`config.mk`:
```
export PLATFORM = sky130hd
export DESIGN_NAME = regfile_wb_arbiter_flat
export DESIGN_NICKNAME = d
export VERILOG_FILES = /design/src/rtl/regfile_wb_arbiter_if.sv /design/src/rtl/regfile_wb_arbiter.sv /design/src/flat_wrapper.sv
export SDC_FILE = /design/constraint.sdc
export NUM_CORES = 1
export LEC_CHECK = 0
export ABC_AREA = 1
export BUFFER_PORTS_ARGS = -buffer_cell sky130_fd_sc_hd__buf_2
export CELL_PAD_IN_SITES_DETAIL_PLACEMENT = 0
export CELL_PAD_IN_SITES_GLOBAL_PLACEMENT = 2
export CORE_MARGIN = 2
export CORE_UTILIZATION = 26
export DETAILED_ROUTE_END_ITERATION = 7
export GPL_ROUTABILITY_DRIVEN = 0
export MAX_ROUTING_LAYER = met4
export PLACE_DENSITY_LB_ADDON = 0.25
export SLEW_MARGIN = 20
export SYNTH_ARGS = -nofsm -noshare
export SYNTH_HDL_FRONTEND = slang
export SYNTH_SLANG_ARGS = --single-unit
```
`constraint.sdc`:
```
create_clock -name clk -period 1.65 [get_ports clk]
set_clock_uncertainty 0.1 [all_clocks]
set_input_delay 0.0825 -clock clk [delete_from_list [all_inputs] [get_ports clk]]
set_output_delay 0.0825 -clock clk [all_outputs]
set_load 0.01 [all_outputs]
```
`src/rtl/regfile_wb_arbiter_if.sv`:
```
// Writeback bus between the two result sources and the register-file write stage.
// Requester (master) drives valid/rd/data and sees ready plus the registered write port.
interface regfile_wb_arbiter_if #(
  parameter int XLEN   = 32,
  parameter int REG_AW = 5
);
  logic              a_valid;
  logic [REG_AW-1:0] a_rd;
  logic [XLEN-1:0]   a_data;
  logic              a_ready;
  logic              b_valid;
  logic [REG_AW-1:0] b_rd;
  logic [XLEN-1:0]   b_data;
  logic              b_ready;
  logic              regwrite;
  logic [REG_AW-1:0] rd;
  logic [XLEN-1:0]   rd_data;

  modport master (
    output a_valid, a_rd, a_data, b_valid, b_rd, b_data,
    input  a_ready, b_ready, regwrite, rd, rd_data
  );

  modport slave (
    input  a_valid, a_rd, a_data, b_valid, b_rd, b_data,
    output a_ready, b_ready, regwrite, rd, rd_data
  );
endinterface

```
`src/rtl/regfile_wb_arbiter.sv`:
```
// Round-robin share of the register-file write port (ALU vs long-latency) plus RAW scoreboard.
// Latency: accepted request -> regwrite one cycle later. Backpressure: only the conflict loser waits.
// Optional RFARB_PERF_EN adds saturating conflict_cnt / stall_cnt counters.
module regfile_wb_arbiter #(
  parameter int XLEN     = 32,
  parameter int REG_AW   = 5,
  parameter int NUM_REGS = 32
) (
  input  logic              clk,
  input  logic              rst_n,
  regfile_wb_arbiter_if.slave wb,
  input  logic              sb_set_valid,
  input  logic [REG_AW-1:0] sb_set_rd,
  input  logic [REG_AW-1:0] rs1,
  input  logic [REG_AW-1:0] rs2,
  input  logic              rs1_used,
  input  logic              rs2_used,
  output logic              stall,
  output logic              sb_err
`ifdef RFARB_PERF_EN
  ,
  output logic [15:0]       conflict_cnt,
  output logic [15:0]       stall_cnt
`endif
);

  typedef struct packed {
    logic [REG_AW-1:0] rd;
    logic [XLEN-1:0]   data;
  } wb_ent_t;

  logic                last_grant_b;
  logic                conflict;
  logic                a_fire;
  logic                b_fire;
  logic                wr_vld;
  wb_ent_t             sel;
  logic [NUM_REGS-1:0] pending;
  logic [NUM_REGS-1:0] set_mask;
  logic [NUM_REGS-1:0] clr_mask;
  logic                double_set;

  // On a conflict the source that did not win last time gets the port.
  assign conflict   = wb.a_valid && wb.b_valid;
  assign wb.a_ready = wb.a_valid && (!wb.b_valid || last_grant_b);
  assign wb.b_ready = wb.b_valid && (!wb.a_valid || !last_grant_b);
  assign a_fire     = wb.a_valid && wb.a_ready;
  assign b_fire     = wb.b_valid && wb.b_ready;

  always_comb begin
    sel    = '{rd: wb.a_rd, data: wb.a_data};
    wr_vld = a_fire && (wb.a_rd != '0);
    if (b_fire) begin
      sel    = '{rd: wb.b_rd, data: wb.b_data};
      wr_vld = wb.b_rd != '0;
    end
  end

  always_ff @(posedge clk) begin
    if (!rst_n) begin
      last_grant_b <= 1'b1;
      wb.regwrite  <= 1'b0;
      wb.rd        <= '0;
      wb.rd_data   <= '0;
    end else begin
      if (conflict) last_grant_b <= b_fire;
      wb.regwrite <= wr_vld;
      if (wr_vld) begin
        wb.rd      <= sel.rd;
        wb.rd_data <= sel.data;
      end
    end
  end

  always_comb begin
    set_mask = '0;
    clr_mask = '0;
    if (sb_set_valid && (sb_set_rd != '0)) set_mask[sb_set_rd] = 1'b1;
    if (b_fire && (wb.b_rd != '0))          clr_mask[wb.b_rd]   = 1'b1;
  end

  // A register cleared in the same cycle is free again, so re-setting it is legal.
  assign double_set = |(set_mask & pending & ~clr_mask);

  always_ff @(posedge clk) begin
    if (!rst_n) begin
      pending <= '0;
      sb_err  <= 1'b0;
    end else begin
      pending <= (pending & ~clr_mask) | set_mask;
      sb_err  <= sb_err | double_set;
    end
  end

  assign stall = (rs1_used && (rs1 != '0) && pending[rs1]) ||
                 (rs2_used && (rs2 != '0) && pending[rs2]);

`ifdef RFARB_PERF_EN
  always_ff @(posedge clk) begin
    if (!rst_n) begin
      conflict_cnt <= '0;
      stall_cnt    <= '0;
    end else begin
      if (conflict && (conflict_cnt != 16'hFFFF)) conflict_cnt <= conflict_cnt + 16'd1;
      if (stall && (stall_cnt != 16'hFFFF))       stall_cnt    <= stall_cnt + 16'd1;
    end
  end
`endif

endmodule

```
`src/flat_wrapper.sv`:
```
// flat-port wrapper written by rule: the top's interface ports become plain ports
module regfile_wb_arbiter_flat 
#(
  parameter int XLEN     = 32,
  parameter int REG_AW   = 5,
  parameter int NUM_REGS = 32
)
  (clk, rst_n, sb_set_valid, sb_set_rd, rs1, rs2, rs1_used, rs2_used, stall, sb_err, wb_a_valid, wb_a_rd, wb_a_data, wb_b_valid, wb_b_rd, wb_b_data, wb_a_ready, wb_b_ready, wb_regwrite, wb_rd, wb_rd_data);
  regfile_wb_arbiter_if #(.XLEN(XLEN), .REG_AW(REG_AW)) wb_i ();
  input  logic clk;
  input  logic rst_n;
  input  logic sb_set_valid;
  input  logic [REG_AW-1:0] sb_set_rd;
  input  logic [REG_AW-1:0] rs1;
  input  logic [REG_AW-1:0] rs2;
  input  logic rs1_used;
  input  logic rs2_used;
  output logic stall;
  output logic sb_err;
  input wire logic [$bits(wb_i.a_valid)-1:0] wb_a_valid;
  input wire logic [$bits(wb_i.a_rd)-1:0] wb_a_rd;
  input wire logic [$bits(wb_i.a_data)-1:0] wb_a_data;
  input wire logic [$bits(wb_i.b_valid)-1:0] wb_b_valid;
  input wire logic [$bits(wb_i.b_rd)-1:0] wb_b_rd;
  input wire logic [$bits(wb_i.b_data)-1:0] wb_b_data;
  output wire logic [$bits(wb_i.a_ready)-1:0] wb_a_ready;
  output wire logic [$bits(wb_i.b_ready)-1:0] wb_b_ready;
  output wire logic [$bits(wb_i.regwrite)-1:0] wb_regwrite;
  output wire logic [$bits(wb_i.rd)-1:0] wb_rd;
  output wire logic [$bits(wb_i.rd_data)-1:0] wb_rd_data;
  assign wb_i.a_valid = wb_a_valid;
  assign wb_i.a_rd = wb_a_rd;
  assign wb_i.a_data = wb_a_data;
  assign wb_i.b_valid = wb_b_valid;
  assign wb_i.b_rd = wb_b_rd;
  assign wb_i.b_data = wb_b_data;
  assign wb_a_ready = wb_i.a_ready;
  assign wb_b_ready = wb_i.b_ready;
  assign wb_regwrite = wb_i.regwrite;
  assign wb_rd = wb_i.rd;
  assign wb_rd_data = wb_i.rd_data;
  regfile_wb_arbiter #(.XLEN(XLEN), .REG_AW(REG_AW), .NUM_REGS(NUM_REGS)) u_core (.clk(clk), .rst_n(rst_n), .wb(wb_i), .sb_set_valid(sb_set_valid), .sb_set_rd(sb_set_rd), .rs1(rs1), .rs2(rs2), .rs1_used(rs1_used), .rs2_used(rs2_used), .stall(stall), .sb_err(sb_err));
endmodule
```
==> results of run 1 <==
how the worst max path moves through the flow:
stage	end	cells after the start
CTS	stall	9
global route	stall	9
floorplan	u_core.sb_err	11
finish	stall	7
global placement	u_core.sb_err	11
detailed placement	u_core.sb_err	11
metal layers:
| layer | up-vias | wire length, µm |
|---|---|---|
| li1 | 2906 | - |
| met1 | 2445 | 8260 |
| met2 | 146 | 8110 |
| met3 | 28 | 970 |
| met4 | 0 | 463 |
| met5 | - | 0 |
power groups by stage:
stage / logic (µW) / clock network, µW / registers [µW]
5_1_grt: 1320 / 2490 / 1920
2_1_floorplan: 521 / 0 / 1980
3_3_place_gp: 1020 / 0 / 1940
6_report: 1190 / 2370 / 1910
3_5_place_dp: 998 / 0 / 1940
4_1_cts: 1130 / 2430 / 1900
area by class of cell:
type,count,area share [%]
repair buffers,242,25.7
diodes,1,0.0367
well taps,220,4.03
flip-flops and latches,72,21.5
inverters,59,3.46
multi-input cells,607,40.1
repair inverters,1,0.0916
clock buffers,11,3.70
clock inverters,5,1.50
kinds of logic (layout without fill, tap and decap cells):
logic type | count (synthesis) | in the layout
AND/OR/NAND/NOR | 470 | 470
AO/OA/AOI/OAI | 137 | 137
other | 0 | 1
flip-flops | 72 | 72
buffers and inverters | 92 | 318
state kept, by name (all words and copies together) (netlist names):
signal and flops:
u_core.sb_err 1, u_core.wb.rd 5, u_core.last_grant_b 1, u_core.pending 32, u_core.wb.rd_data 32, u_core.wb.regwrite 1
through the flow:
step                worst slack (ns)  hold WS, ns  util, %
floorplan                      0.227        0.175        -
global placement             -0.0289        0.300     33.2
detailed placement           -0.0354        0.305     33.2
CTS                          -0.0639      0.00548     39.6
global route                  -0.155       0.0568     40.9
finish                       -0.0552       0.0338     40.9
cells in the mapped netlist:
cell,instances
buf_2,8
inv_4,1
nand2_2,2
nor3_1,2
nor2_4,1
clkbuf_1,15
nor2_2,1
nand4_1,4
o21ai_0,65
inv_1,55
nand3_4,1
nand2_1,240
o21ai_1,8
or2_1,1
nor2_1,161
o211ai_1,4
nand3b_1,2
o22ai_1,2
inv_2,3
nand2_4,1
o41ai_2,1
a21oi_1,57
nand3_1,54
dfxtp_1,72
buf_4,1
buf_6,9
repair_timing:
action / CTS / global route
endpoints found under the setup margin: 2 / 23
resized for setup: 28 / 65
cloned: 0 / 2
hold endpoints to repair: 35 / 0
pin swaps: 7 / 18
hold buffers: 68 / 0
setup buffers: 1 / 3
worst min-delay path, delay by kind of cell:
kind	cells	cell delay, ns
buf+inv	1	0.11
compound gates	1	0.06
simple gates	3	0.19
cell usage in the layout (no fill, tap or decap), types with 2 or more instances in the layout:
cell,count
nand2_1,234
nand4_1,4
nor2_4,2
dfxtp_1,53
nand3_2,6
nand3_4,2
inv_1,42
a21oi_1,51
clkbuf_16,10
o21ai_1,27
inv_2,14
nand2_2,6
o21ai_0,45
buf_2,137
buf_4,26
nor2_2,4
dfxtp_2,19
dlygate4sd3_1,68
buf_6,4
inv_4,2
nand3_1,47
nand3b_1,2
nand2_4,2
o211ai_1,4
clkbuf_8,2
nor2_1,157
a21oi_2,6
buf_12,6
bufinv_16,3
nor3_1,2
==> qor.yml, run 1 <==
synth:
  synth_compound_area_share_pct: 15.9
  synthesis.area_um2: 4470
  ys_types: 26
  yosysWarnings: 0
  yosysSeqAreaShare_pct: 32.2
  synth_top_family_by_area: "simple AND/OR/NAND/NOR gates"
  synthAdderAreaFrac_pct: 0
  synthMuxAreaShare_pct: 0
  syn_inst: 771
  postSynthAreaPerCell_um2: 5.80
  syn_nets: 867
  synth_top_area_cell: "dfxtp_1"
  synth.area.top_cells: "dfxtp_1, nand2_1, nor2_1"
  yosysTopAreaCellShare_pct: 32.2
  ys_ff_latch: 72
  synthSimpleGateAreaFrac_pct: 42.3
  synth_xor_area_share_pct: 0
pwr:
  seq_power_share_pct: 34.9
  ir_drop_mv: 0.486
  power_switching_share_pct: 28.0
  p_clk_share_pct: 43.4
  power_frac_comb_pct: 21.7
  p_int_uw: 3940
  power_switching_uw: 1530
  p_leak_uw: 0.00313
  power_uw: 5470
  power_density_nw_per_um2: 801
grt:
  grt-busiest-layer: "met2"
  grt.overflow.total: 0
  grt_max_degree: 40
  antenna_found_initial: 1
  grtUsageMet2_pct: 33.0
  grt_pass1_wl_um: 28500
  grt_pass1_vias: 5565
  grt_use_met1_pct: 25.7
  use_met3_pct: 4.09
  grt_usage_pct: 20.6
clocking:
  cts_tree: "built"
  clk_pin_slew_worst_paths_ns: 0.06
  cts-root-buf: "clkbuf_16"
  numCtsBuffers: 9
  clock_sinks: 72
  clk_latency_ns: 0.34
  ctsHtreeMaxLevel: 3
  clock_path_buffers: 2
critical_path:
  cp.required_ns: 1.47
  reg2reg_from: "u_core.last_grant_b"
  crit_chain: "o21ai_0 -> o22ai_2 -> nand2_1 -> nand4_1 -> nand3b_1 -> nand2_1 -> buf_2"
  crit_path_top_delay_cell: "dfxtp_1"
  reg2regPathDepth: 11
  critPathMaxFanout: 4
  r2r_end: "u_core.sb_err"
  crit_path_end_kind: "output pin"
  cp_slowest_stage_delay_ns: 0.34
  crit_buf_inv: 1
  r2r_setup_slack_ns: 0.12
  crit_family: "compound AO/OA/AOI/OAI gates"
  path_class: "flop to output pin"
  crit_start: "u_core.pending[4]"
  startpoint_type: "flop"
  crit_top_cell: "nand2_1"
  arrival_ns: 1.52
finish:
  seqCellArea_um2: 1470
  fillers: 1799
  final_cell_area_um2: 6830
  drive_above_1_share_pct: 26.0
  fin_cells: 1218
  syn_to_final_growth_pct: 52.7
  layout.nets: 1088
  multi_input_area_um2: 2740
timing:
  worst_pin_slew_ns: 0.433
  finalCritPeriodShare_pct: 103
  hold_viol: 0
  setup_ws_ns: -0.0552
  setup_violations: 1
  fin_crit_ns: 1.71
  setup-tns-final_ns: -0.0552
  finalMaxSlewViolations: 0
  slew_headroom_pct: 71.1
  clock.fmax_mhz: 586
  rsz0062_at_grt: "yes"
drt:
  routed-via-count: 5525
  ant_nets: 0
  drt_iter0_drc: 289
  wl_per_cell_um: 14.6
  drc: 0
  wirelength_um: 17800
  dr.pass1.iters: 5
  viasPerCell: 4.54
outcome:
  failed_checks: "negative setup slack"
  outcome: "finished, violations left"
place:
  hpwl_um: 12900
  placed_cells: 1127
  io_buffers: 137
  placed_cell_area_um2: 5540
job:
  maxCapViolations: 0
min_path:
  hp-class: "primary input to flop"
  holdPathEnd: "u_core.wb.rd[4]"
  hold_depth: 5
  hp-start: "wb_a_rd[4]"
die:
  start_util_pct: 26.8
  num_io_pins: 138
  coreArea_um2: 16700
  die_h_um: 135
  row_count: 47
  die_w_um: 135
  die_area_um2: 18300
No activity file was read; power rests on OpenSTA's default activity.
==> inputs of run 2 (changes only) <==
Settings changed: BUFFER_PORTS_ARGS -buffer_cell sky130_fd_sc_hd__buf_2 to unset, CORE_UTILIZATION 26 to 32, DONT_BUFFER_PORTS set to 1, HOLD_SLACK_MARGIN set to 0.03.
==> run 2 against run 1 <==
Compared with the run above: the run now ends clean; final area decreased by 10%; final cell count shrank 14%; sequential power increased by 4%; count of clock-buffer cells in the layout shrank 2; flip-flop and latch count stayed put; highest routed layer unchanged; combinational power is 27% lower; via count fell by 5.1%; first-iteration DRC count up 6.9%; critical path depth up 1; largest cell class unchanged; sequential share of layout area rose by 2.6 points; register-to-register slack got worse by 0.05 ns; clock power fell by 22%.
==> qor.yml, run 2 (synthesis results as in run 1) <==
die:
  num_io_pins: 138  # unchanged
  die_area_um2: 14900  # -18%
  row_count: 43  # -8.5%
  die_w_um: 122  # -9.6%
  coreArea_um2: 13800  # -18%
  start_util_pct: 32.5  # +5.7 points
  die_h_um: 122  # -9.6%
timing:
  setup-tns-final_ns: 0  # +0.0552 ns
  worst_pin_slew_ns: 0.503  # +0.0698 ns
  clock.fmax_mhz: 631  # +7.6%
  worst_hold_slack_ns: 0.0246  # -0.00920 ns
  slew_headroom_pct: 66.5  # -4.7 points
  hold_viol: 0  # unchanged
  rsz0062_at_grt: "yes"
  setup_violations: 0  # -1
  setup_ws_ns: 0.0659  # +0.121 ns
  finalCritPeriodShare_pct: 96.0  # -7.3 points
  finalMaxSlewViolations: 0  # unchanged
  fin_crit_ns: 1.58  # -0.121 ns
outcome:
  outcome: "finished, final reports clean"
finish:
  num_antenna_cells: 0  # -1
  largestRegisters: "u_core.pending: 32 flops, u_core.wb.rd_data: 32 flops, u_core.wb.rd: 5 flops"
  drive_above_1_share_pct: 14.2  # -12 points
  syn_to_final_growth_pct: 36.9
  final_common_cell: "nand2_1"
  layout.nets: 964  # -11%
  final_cell_mix: "nand2_1, nor2_1, dlygate4sd3_1"
  utilization_pct: 44.4  # +3.5 points
drt:
  viasPerCell: 4.98  # +9.8%
  dr.pass1.iters: 6  # +1
  ant_nets: 0  # unchanged
  drt_iter0_drc: 309  # +6.9%
  wirelength_um: 16500  # -7.3%
  drc: 0  # unchanged
  routed-via-count: 5245  # -5.1%
  wl_per_cell_um: 15.7  # +7.2%
clocking:
  clk_latency_ns: 0.35  # about the same
  cts-root-buf: "clkbuf_16"
  clock_path_buffers: 2  # unchanged
  clk_pin_slew_worst_paths_ns: 0.06  # about the same
  cts_tree: "built"
  ctsHtreeMaxLevel: 3  # unchanged
  clock_sinks: 72  # unchanged
  numCtsBuffers: 9  # unchanged
critical_path:
  path_class: "flop to output pin"
  startpoint_type: "flop"
  arrival_ns: 1.40  # -0.12 ns
  critPathMaxFanout: 3  # -1
  cp.required_ns: 1.47  # about the same
  crit_path_end_kind: "output pin"
grt:
  grt.overflow.total: 0  # unchanged
  grt_pass1_wl_um: 26200  # -7.9%
  grt_usage_pct: 23.4  # +2.8 points
  grt_max_degree: 41  # +2.5%
  grt_pass1_vias: 5166  # -7.2%
  antenna_found_initial: 0  # -1
min_path:
  hp-class: "primary input to flop"
place:
  hpwl_um: 11400  # -12%
  io_buffers: 0  # -100%
  place_ws_ns: 0.0383  # +0.0737 ns
pwr:
  p_leak_uw: 0.00254  # -19%
  ir_drop_mv: 0.437  # -10%
  power_density_nw_per_um2: 767  # -4.2%
job:
  maxCapViolations: 0  # unchanged
-- run 2: changes by cell type in the layout (fill, tap and decap cells not counted), moves of 5 or more --
cell and delta:
a21oi_1 -5, a21oi_2 +5, dlygate4sd3_1 +21, inv_2 +6, buf_2 -137, inv_1 -5
-- run 2: metrics by stage --
step	std cells	total power, µW	instance area [µm²]
after floorplan	771	2500	4470
after global placement	936	2640	4660
after detailed placement	936	2650	4660
after CTS	1044	4680	5880
after global routing	1053	4920	6120
final	1053	4690	6120
-- run 2: final timing paths --
check / startpoint / end / slack (ns) / cells past startpoint
max: u_core.pending[14] / stall / 0.07 / 8
min reg2reg: u_core.pending[13] / u_core.pending[13] / 0.37 / 2
min: wb_b_rd[3] / u_core.pending[8] / 0.02 / 5
max reg2reg: u_core.last_grant_b / u_core.sb_err / 0.07 / 11
-- run 2: worst max-delay path, stage by stage (launching register included) --
cell,delay [ns]
dfxtp_2,0.33
inv_2,0.06
a21oi_1,0.13
o21ai_1,0.08
nand3_1,0.09
nand3_1,0.09
nand4_1,0.09
nand3b_1,0.10
nand2_2,0.09
-- run 2: layout make-up --
cell class / count / area [µm²]
Clock buffer: 9 / 225
Timing Repair Buffer: 119 / 1180
Fill cell: 1445 / 7650
Multi-Input combinational cell: 607 / 2740
Clock inverter: 7 / 47.5
Tap cell: 180 / 225
Inverter: 59 / 229
Sequential cell: 72 / 1470
-- run 2: power by group --
group	switching, µW	internal (µW)	leakage [µW]
clock network	824	1020	0.000132
logic	483	391	0.00181
registers	130	1850	0.000600
total	1440	3260	0.00254
-- run 2: what timing repair did --
| item | in CTS | in global routing |
|---|---|---|
| endpoints found under the hold margin | 61 | 2 |
| buffers inserted | 1 | 8 |
| gates resized for setup | 11 | 95 |
| hold buffers | 91 | 1 |
| pin swaps | 6 | 22 |
| endpoints found under the setup margin | 1 | 31 |
-- run 2: metal layers --
| layer | share of wire [%] | vias to the layer above | global-route usage, % |
|---|---|---|---|
| met3 | 6.4 | 32 | 4.35 |
| met2 | 47 | 211 | 38.1 |
| met5 | 0 | - | - |
| met1 | 44 | 2351 | 28.4 |
| met4 | 2.7 | 0 | 9.91 |
| li1 | - | 2651 | - |
==> inputs of run 3 (changes only) <==
Settings changed: PLACE_DENSITY_LB_ADDON 0.25 to 0.1, SKIP_CTS_REPAIR_TIMING set to 1.
==> run 3 against run 2 <==
Compared with the run above: the flow now finishes with violations (negative hold slack); worst hold slack got worse by 0.045 ns; critical path depth unchanged; non-clock buffer count decreased by 24; first-iteration DRC count decreased by 21%; worst setup slack got worse by 0.056 ns; final area decreased by 5.1%; flip-flop and latch count unchanged; highest routed layer unchanged.
==> qor.yml, run 3 (synthesis results as in run 1) <==
drt:
  wirelength_um: 16800  # +1.8%
  wl_per_cell_um: 16.3  # +4.2%
  dr.pass1.iters: 4  # -2
  drc: 0  # unchanged
  ant_nets: 0  # unchanged
  routed-via-count: 5178  # -1.3%
  drt_iter0_drc: 245  # -21%
  viasPerCell: 5.03  # +1.0%
critical_path:
  r2r_setup_slack_ns: 0.07  # about the same
  cp_slowest_stage_delay_ns: 0.34  # about the same
  crit_top_cell: "nand3_1"
  arrival_ns: 1.46  # +0.06 ns
  startpoint_type: "flop"
  cp.required_ns: 1.47  # about the same
  crit_family: "simple AND/OR/NAND/NOR gates"
  path_class: "flop to output pin"
  crit_buf_inv: 1  # unchanged
  crit_path_top_delay_cell: "dfxtp_1"
  crit_path_end_kind: "output pin"
  critPathMaxFanout: 3  # unchanged
  crit_chain: "inv_1 -> a21oi_1 -> o21ai_0 -> nand3_1 -> nand3_1 -> nand4_1 -> nand3b_1 -> nand2_2"
pwr:
  power_switching_uw: 1360  # -5.0%
  power_uw: 4640  # -1.1%
  power_switching_share_pct: 29.4  # -1.2 points
  seq_power_share_pct: 42.7  # +0.6 points
  power_density_nw_per_um2: 799  # +4.2%
  p_int_uw: 3280  # +0.62%
  power_frac_comb_pct: 18.3  # -0.3 points
  ir_drop_mv: 0.429  # -1.9%
  p_clk_share_pct: 39.0  # -0.2 points
  p_leak_uw: 0.00242  # -4.5%
clocking:
  clock_sinks: 72  # unchanged
  cts_tree: "built"
  clk_latency_ns: 0.34  # about the same
  ctsHtreeMaxLevel: 3  # unchanged
  numCtsBuffers: 9  # unchanged
  cts-root-buf: "clkbuf_16"
  clock_path_buffers: 2  # unchanged
  clk_pin_slew_worst_paths_ns: 0.06  # about the same
finish:
  largestRegisters: "u_core.pending: 32 flops, u_core.wb.rd_data: 32 flops, u_core.wb.rd: 5 flops"
  drive_above_1_share_pct: 6.24  # -8.0 points
  fin_cells: 1029  # -2.3%
  final_common_cell: "nand2_1"
  final_cell_mix: "nand2_1, nor2_1, dlygate4sd3_1"
  num_antenna_cells: 0  # unchanged
  syn_to_final_growth_pct: 29.9
  final_cell_area_um2: 5810  # -5.1%
  layout.nets: 940  # -2.5%
die:
  die_w_um: 122  # unchanged
  coreArea_um2: 13800  # unchanged
  num_io_pins: 138  # unchanged
  start_util_pct: 32.5  # unchanged
  die_area_um2: 14900  # unchanged
  row_count: 43  # unchanged
  die_h_um: 122  # unchanged
grt:
  grt_usage_pct: 21.6  # -1.8 points
  grt.overflow.total: 0  # unchanged
  grt_pass1_wl_um: 23900  # -8.8%
  antenna_found_initial: 0  # unchanged
  grt_pass1_vias: 4472  # -13%
  grt_max_degree: 43  # +4.9%
timing:
  worst_pin_slew_ns: 0.442  # -0.0603 ns
  finalMaxSlewViolations: 0  # unchanged
  setup_ws_ns: 0.00958  # -0.0563 ns
  setup_violations: 0  # unchanged
  clock.fmax_mhz: 610  # -3.4%
  hold_viol: 4  # +4
  rsz0062_at_grt: "yes"
  worst_hold_slack_ns: -0.0204  # -0.0450 ns
  fin_crit_ns: 1.64  # +0.0563 ns
  finalCritPeriodShare_pct: 99.4  # +3.4 points
  slew_headroom_pct: 70.5  # +4.0 points
place:
  placed_cells: 929  # -0.75%
  hpwl_um: 11400  # about the same
  io_buffers: 0  # unchanged
  place_ws_ns: 0.00571  # -0.0326 ns
  placed_cell_area_um2: 4610  # -1.1%
min_path:
  hp-class: "primary input to flop"
job:
  maxCapViolations: 0  # unchanged
outcome:
  failed_checks: "negative hold slack"
  outcome: "finished, violations left"
## run 3: final timing paths
kind,start,end,cells past startpoint
max reg2reg,u_core.last_grant_b,u_core.sb_err,11
min,sb_set_rd[2],u_core.pending[4],4
min reg2reg,u_core.pending[22],u_core.pending[22],2
max,u_core.pending[25],stall,8
## run 3: layout make-up
type	count	area, µm²
Clock inverter	3	17.5
Sequential cell	72	1450
Inverter	59	231
Fill cell	1509	7960
Tap cell	180	225
Timing Repair Buffer	95	1010
Multi-Input combinational cell	607	2630
Clock buffer	13	250
## run 3: power groups by stage
stage / Combinational (µW) / Sequential [µW] / Clock (µW)
CTS: 634 / 1980 / 1850
floorplan: 521 / 1980 / 0
detailed placement: 632 / 2010 / 0
finish: 850 / 1980 / 1810
global route: 950 / 1990 / 1930
global placement: 623 / 2020 / 0
## run 3: metrics by stage
stage / utilization [%] / setup TNS (ns)
floorplan: - / 0
global placement: 33.5 / 0
detailed placement: 33.5 / 0
CTS: 35.4 / -0.0903
global route: 42.2 / -0.175
finish: 42.2 / 0
## run 3: per-layer routing
metal  vias to the layer above  GRT usage (%)  part of all wire [%]
li1                       2601              -                     -
met1                      2361           26.6                    43
met5                         -              -                     0
met4                         0           9.05                   2.6
met3                        32           4.31                   5.9
met2                       184           34.6                    49
## run 3: worst register-to-register path: cells and delay by family, from the launching register on
family / cells / cell delay [ns]
DFF: 1 / 0.31
buffers and inverters: 2 / 0.24
AOI/OAI and AO/OA: 1 / 0.07
and+or+nand+nor: 8 / 0.73
